<file path="config.mk">
export PLATFORM = sky130hd
export DESIGN_NAME = led_slot_scheduler
export DESIGN_NICKNAME = d
export VERILOG_FILES = /design/src/rtl/led_sched_pkg.sv /design/src/rtl/led_slot_scheduler_prescaler.sv /design/src/rtl/led_slot_scheduler.sv
export SDC_FILE = /design/constraint.sdc
export NUM_CORES = 1
export LEC_CHECK = 0
export CORE_ASPECT_RATIO = 1.1
export CORE_MARGIN = 2
export CORE_UTILIZATION = 30
export DETAILED_ROUTE_END_ITERATION = 10
export DONT_BUFFER_PORTS = 1
export MAX_ROUTING_LAYER = met4
export SLEW_MARGIN = 30
export SYNTH_ARGS = -nofsm -noshare
export SYNTH_HDL_FRONTEND = slang
export SYNTH_HIERARCHICAL = 1
export SYNTH_SLANG_ARGS = --single-unit
</file>
<file path="constraint.sdc">
create_clock -name clk -period 3.2 [get_ports clk]
set_clock_uncertainty 0.2 [all_clocks]
set_input_delay 0.48 -clock clk [delete_from_list [all_inputs] [get_ports clk]]
set_output_delay 0.48 -clock clk [all_outputs]
set_load 0.02 [all_outputs]
</file>
<file path="src/rtl/led_sched_pkg.sv">
// Shared types, constants and arbitration helpers for the LED slot scheduler.
// Helpers take requests zero-padded to MAX_REQ bits so one function serves every NUM_REQ.
package led_sched_pkg;

    typedef enum logic [1:0] {IDLE, GRANT, GAP} state_e;

    localparam int unsigned LED_W   = 3;
    localparam int unsigned MAX_REQ = 8;

    // Padding bits are zero, so scanning modulo MAX_REQ matches scanning modulo NUM_REQ.
    function automatic logic [2:0] rr_pick(input logic [MAX_REQ-1:0] req,
                                           input logic [2:0]         last_owner);
        logic [2:0] idx;
        logic [2:0] win;
        logic       found;
        win   = '0;
        found = 1'b0;
        for (int unsigned k = 1; k <= MAX_REQ; k++) begin
            idx = last_owner + 3'(k);
            if (!found && req[idx]) begin
                win   = idx;
                found = 1'b1;
            end
        end
        return win;
    endfunction

    function automatic logic [2:0] fp_pick(input logic [MAX_REQ-1:0] req);
        logic [2:0] win;
        logic       found;
        win   = '0;
        found = 1'b0;
        for (int unsigned k = 0; k < MAX_REQ; k++) begin
            if (!found && req[k]) begin
                win   = 3'(k);
                found = 1'b1;
            end
        end
        return win;
    endfunction

endpackage

</file>
<file path="src/rtl/led_slot_scheduler_prescaler.sv">
// Tick prescaler: counts 0..TICK_DIV-1 and pulses tick on the terminal count.
// A synchronous clear restarts the count so callers can align tick phase to an event.
module led_tick_prescaler #(
    parameter int unsigned TICK_DIV = 200000
) (
    input  logic clk,
    input  logic reset,
    input  logic clear,
    output logic tick
);

    localparam int unsigned      CNT_W   = (TICK_DIV > 1) ? $clog2(TICK_DIV) : 1;
    localparam logic [CNT_W-1:0] CNT_MAX = CNT_W'(TICK_DIV - 1);

    logic [CNT_W-1:0] cnt_q, cnt_d;
    logic             wrap;

    assign wrap = (cnt_q == CNT_MAX);
    assign tick = wrap;

    always_comb begin
        cnt_d = cnt_q + CNT_W'(1);
        if (clear || wrap) begin
            cnt_d = '0;
        end
    end

    always_ff @(posedge clk) begin
        if (reset) begin
            cnt_q <= '0;
        end else begin
            cnt_q <= cnt_d;
        end
    end

endmodule

</file>
<file path="src/rtl/led_slot_scheduler.sv">
// Time-shares the 3-bit LED bank between NUM_REQ requesters in fixed tick-aligned slots.
// Optional macro LED_SCHED_PREEMPT_EN: fixed-priority arbitration with preemption by lower indices.
module led_slot_scheduler
    import led_sched_pkg::*;
#(
    parameter int unsigned NUM_REQ     = 2,
    parameter int unsigned TICK_DIV    = 200000,
    parameter int unsigned BLINK_TICKS = 5,
    parameter int unsigned SLOT_TICKS  = 20
) (
    input  logic                       clk,
    input  logic                       reset,
    input  logic [NUM_REQ-1:0]         req,
    input  logic [LED_W*NUM_REQ-1:0]   pattern,
    output logic [NUM_REQ-1:0]         grant,
    output logic [LED_W-1:0]           led,
    output logic                       busy,
    output logic                       tick
);

    localparam int unsigned OWN_W   = (NUM_REQ > 1) ? $clog2(NUM_REQ) : 1;
    localparam int unsigned SLOT_W  = (SLOT_TICKS > 1) ? $clog2(SLOT_TICKS) : 1;
    localparam int unsigned BLINK_W = (BLINK_TICKS > 1) ? $clog2(BLINK_TICKS) : 1;
    localparam logic [SLOT_W-1:0]  SLOT_MAX  = SLOT_W'(SLOT_TICKS - 1);
    localparam logic [BLINK_W-1:0] BLINK_MAX = BLINK_W'(BLINK_TICKS - 1);

    state_e               state_q, state_d;
    logic [OWN_W-1:0]     owner_q, owner_d;
    logic [OWN_W-1:0]     last_owner_q, last_owner_d;
    logic [LED_W-1:0]     pattern_q, pattern_d;
    logic                 phase_q, phase_d;
    logic [SLOT_W-1:0]    slot_cnt_q, slot_cnt_d;
    logic [BLINK_W-1:0]   blink_cnt_q, blink_cnt_d;
    logic                 pre_clear;
    logic                 preempt;
    logic [OWN_W-1:0]     winner;

    led_tick_prescaler #(
        .TICK_DIV (TICK_DIV)
    ) u_prescaler (
        .clk   (clk),
        .reset (reset),
        .clear (pre_clear),
        .tick  (tick)
    );

`ifdef LED_SCHED_PREEMPT_EN
    assign winner = OWN_W'(fp_pick(MAX_REQ'(req)));

    always_comb begin
        preempt = 1'b0;
        for (int unsigned j = 0; j < NUM_REQ; j++) begin
            if (req[j] && (OWN_W'(j) < owner_q)) begin
                preempt = 1'b1;
            end
        end
    end
`else
    assign winner  = OWN_W'(rr_pick(MAX_REQ'(req), 3'(last_owner_q)));
    assign preempt = 1'b0;
`endif

    assign busy  = (state_q == GRANT);
    assign grant = busy ? (NUM_REQ'(1) << owner_q) : '0;
    assign led   = (busy && phase_q) ? pattern_q : '0;

    always_comb begin
        state_d      = state_q;
        owner_d      = owner_q;
        last_owner_d = last_owner_q;
        pattern_d    = pattern_q;
        phase_d      = phase_q;
        slot_cnt_d   = slot_cnt_q;
        blink_cnt_d  = blink_cnt_q;
        pre_clear    = 1'b0;

        case (state_q)
            IDLE: begin
                if (|req) begin
                    state_d     = GRANT;
                    owner_d     = winner;
                    pattern_d   = pattern[LED_W*int'(winner) +: LED_W];
                    phase_d     = 1'b1;
                    slot_cnt_d  = '0;
                    blink_cnt_d = '0;
                    pre_clear   = 1'b1;
                end
            end
            GRANT: begin
                if (tick) begin
                    slot_cnt_d = (slot_cnt_q == SLOT_MAX) ? '0 : slot_cnt_q + SLOT_W'(1);
                    if (blink_cnt_q == BLINK_MAX) begin
                        blink_cnt_d = '0;
                        phase_d     = ~phase_q;
                    end else begin
                        blink_cnt_d = blink_cnt_q + BLINK_W'(1);
                    end
                end
                // Slot expiry, owner drop and preemption all collapse into one release.
                if ((tick && (slot_cnt_q == SLOT_MAX)) || !req[owner_q] || preempt) begin
                    state_d      = GAP;
                    last_owner_d = owner_q;
                end
            end
            GAP: begin
                state_d = IDLE;
            end
            default: begin
                state_d = IDLE;
            end
        endcase
    end

    always_ff @(posedge clk) begin
        if (reset) begin
            state_q      <= IDLE;
            owner_q      <= '0;
            last_owner_q <= OWN_W'(NUM_REQ - 1);
            pattern_q    <= '0;
            phase_q      <= 1'b0;
            slot_cnt_q   <= '0;
            blink_cnt_q  <= '0;
        end else begin
            state_q      <= state_d;
            owner_q      <= owner_d;
            last_owner_q <= last_owner_d;
            pattern_q    <= pattern_d;
            phase_q      <= phase_d;
            slot_cnt_q   <= slot_cnt_d;
            blink_cnt_q  <= blink_cnt_d;
        end
    end

endmodule
</file>
==> impl_metrics.toml <==
[status]
status = "finished clean"

[clock_tree]
cts.clk_slew.worst_paths_ns = 0.07
cts_buffer_depth = 2
cts_resized = 0
numClockSinks = 34
cts_root_buf = "clkbuf_8"
hold_buffers = 0
cts_buffers = 5
post_cts_buffers = 0
cts_tree = "built"
cts.htree.levels = 2
clk-insertion-delay-late_ns = 0.28

[run]
maxCapViolCount = 0

[critical_path]
reg2reg_depth = 9
critical_path_class = "reg2out"
cp-end-kind = "output port"
critPathRequiredTime_ns = 2.52
crit_start = "state_q[1]$_SDFFE_PP0P_"
crit_path_start_kind = "flop"
worst-path-max-fanout = 10
cp.arrival_ns = 1.88
r2r_start = "u_prescaler/cnt_q[0]$_SDFF_PP0_"

[power]
ir_drop_mv = 0.134
cellLeakagePower_nw = 0.575
p_seq_share_pct = 52.9
power.switching_mw = 0.214
p_int_mw = 0.638
clkPwrFrac_pct = 38.0
switching_share_pct = 25.1
p_total_mw = 0.852
combPwrFrac_pct = 9.1
power.density_mw_per_mm2 = 473

[global_route]
antenna_found_initial = 0
grt.total_usage_pct = 11.8
grt_max_degree = 19
grt_pass1_wl_um = 5470
grt-ovfl-total = 0
first_global_vias = 1259

[drt]
first_pass_iters = 4
routed_via_density = 4.84
drc_errors = 0
totalWireLength_um = 3190
vias = 1306
drt-wirelength-per-cell_um = 11.8
drt_iter0_drc = 82
antenna_left = 0

[floorplanning]
ioPinCount = 17
die_w_um = 74.5
die-area_sq_mm = 0.00607
initial_core_util_pct = 30.8
core_area_sq_mm = 0.00533
die_h_um = 81.5
fp-row-count = 28

[cells_and_area]
fin_area_sq_mm = 0.00180
final_nets = 208
antenna_cells = 0
area_growth_pct = 9.85
drive_gt1_share_pct = 6.67
nFillCells = 576
final_cells = 270

[yosys]
syn_avg_cell_area_sq_um = 8.58
syn_nets = 205
async_reset_ff_share_pct = 0
ys_types = 42
synth_edf_count = 0
synth.area.top_cells = "dfxtp_1, nor2_1, a21oi_1, xnor2_1, nand3_1"
syn_inst = 191
synth_warnings = 6
synth_top_area_cell = "dfxtp_1"
synth_top_area_share_pct = 41.5
synth_ff_type = "dfxtp_1"
ys_seq_area_share_pct = 41.5
netlist_area_sq_mm = 0.00164
ys_seq_elements = 34

[hold_path]
min_path_type = "in2reg"
min_path_cells = 1
worstHoldStart = "reset"

[placement]
post-place-cells = 262
place.gp.congestion = 0.759
port_buffers = 0
dp_hpwl_um = 2280
placed_area_sq_mm = 0.00171

[timing]
clock.fmax_ghz = 0.391
whs_ns = 0.0574
finalMaxSlewViolations = 0
period_needed_ns = 2.56
final-hold-violation-count = 0
period_share_pct = 79.9
finalSetupViolations = 0
setup-tns-final_ns = 0
maxSlewHeadroom_pct = 51.1
rsz0062_at_grt = "no"
tightestPinTransition_ns = 0.733
==> worst paths after layout <==
check | endpoint | slack (ns)
setup / recovery | led[0] | 0.64
hold / removal | phase_q$_SDFFE_PP0P_ | 0.06
setup reg to reg | slot_cnt_q[4]$_SDFFE_PP0P_ | 0.66
hold reg to reg | u_prescaler/cnt_q[0]$_SDFF_PP0_ | 0.26
==> critical path: stages (launching register included) <==
cell and delay [ns]:
dfxtp_1 0.43, nand2b_1 0.30, clkinv_1 0.44, and3_1 0.43
==> final cells by class <==
cell class / instances / area (sq um) / share of cell area [%]
multi-input cells: 146 / 905 / 50.2
flip-flops and latches: 34 / 681 / 37.8
well taps: 75 / 93.8 / 5.21
clock buffers: 7 / 86.3 / 4.79
inverters: 6 / 22.5 / 1.25
repair buffers: 1 / 7.51 / 0.417
clock inverters: 1 / 5.00 / 0.278
==> layer usage <==
metal,vias to the layer above,track usage (%),wire length (um)
li1,691,-,-
met3,4,4.54,159
met4,0,3.93,25
met2,17,18.4,1520
met5,-,-,0
met1,594,13.9,1480
==> cells in the mapped netlist (2+ instances only) <==
library cell,n
and4_1,2
a21oi_1,16
nand3_1,11
nor3_2,2
or3_1,8
mux2i_1,4
nor4bb_1,2
nand4_1,6
nand2_1,10
xnor2_1,8
clkinv_1,2
nor3_1,6
xor2_1,4
dfxtp_1,34
a211oi_1,3
nand4b_1,2
and3_1,4
o21ai_0,9
ha_1,4
inv_1,4
nor2_1,27
nor4_1,3
==> per-stage QoR <==
stage | util (%) | setup WS, ns
finish | 33.8 | 0.642
global route | 33.8 | 0.441
CTS | 33.8 | 0.617
detailed placement | 32.1 | 0.665
global placement | 32.1 | 0.782
floorplan | - | 0.453
==> registers in the layout, summed over array words and instances, names as in the netlist <==
name,cells
blink_cnt_q,3
slot_cnt_q,5
u_prescaler/cnt_q,18
last_owner_q,1
state_q,2
phase_q,1
pattern_q,3
owner_q,1
==> power by group through the flow <==
stage / clock network (mW) / registers (mW) / logic (mW)
after global routing: 0.356 / 0.452 / 0.0881
final: 0.324 / 0.450 / 0.0777
after floorplan: 0 / 0.457 / 0.0742
after global placement: 0 / 0.460 / 0.0784
after detailed placement: 0 / 0.460 / 0.0785
after CTS: 0.340 / 0.451 / 0.0787
==> logic make-up after synthesis <==
kind of cell	after synthesis	share of synthesized area [%]
xor gates and xnor gates	12	6.41
muxes	4	2.44
adders and majority gates	4	3.05
buffers and inverters	11	3.28
AOI/OAI and AO/OA	36	13.5
and+or+nand+nor	90	29.8
DFF	34	41.5
==> cells in the final DEF (no fill, tap or decap), types with 8 or more instances in the layout <==
cell type | netlist | routed
xnor2_1 | 8 | 8
or3_1 | 8 | 8
nand2_1 | 10 | 10
o21ai_0 | 9 | 9
nand3_1 | 11 | 11
a21oi_1 | 16 | 16
dfxtp_1 | 34 | 34
nor2_1 | 27 | 27
(Power assumes the default switching activity.)
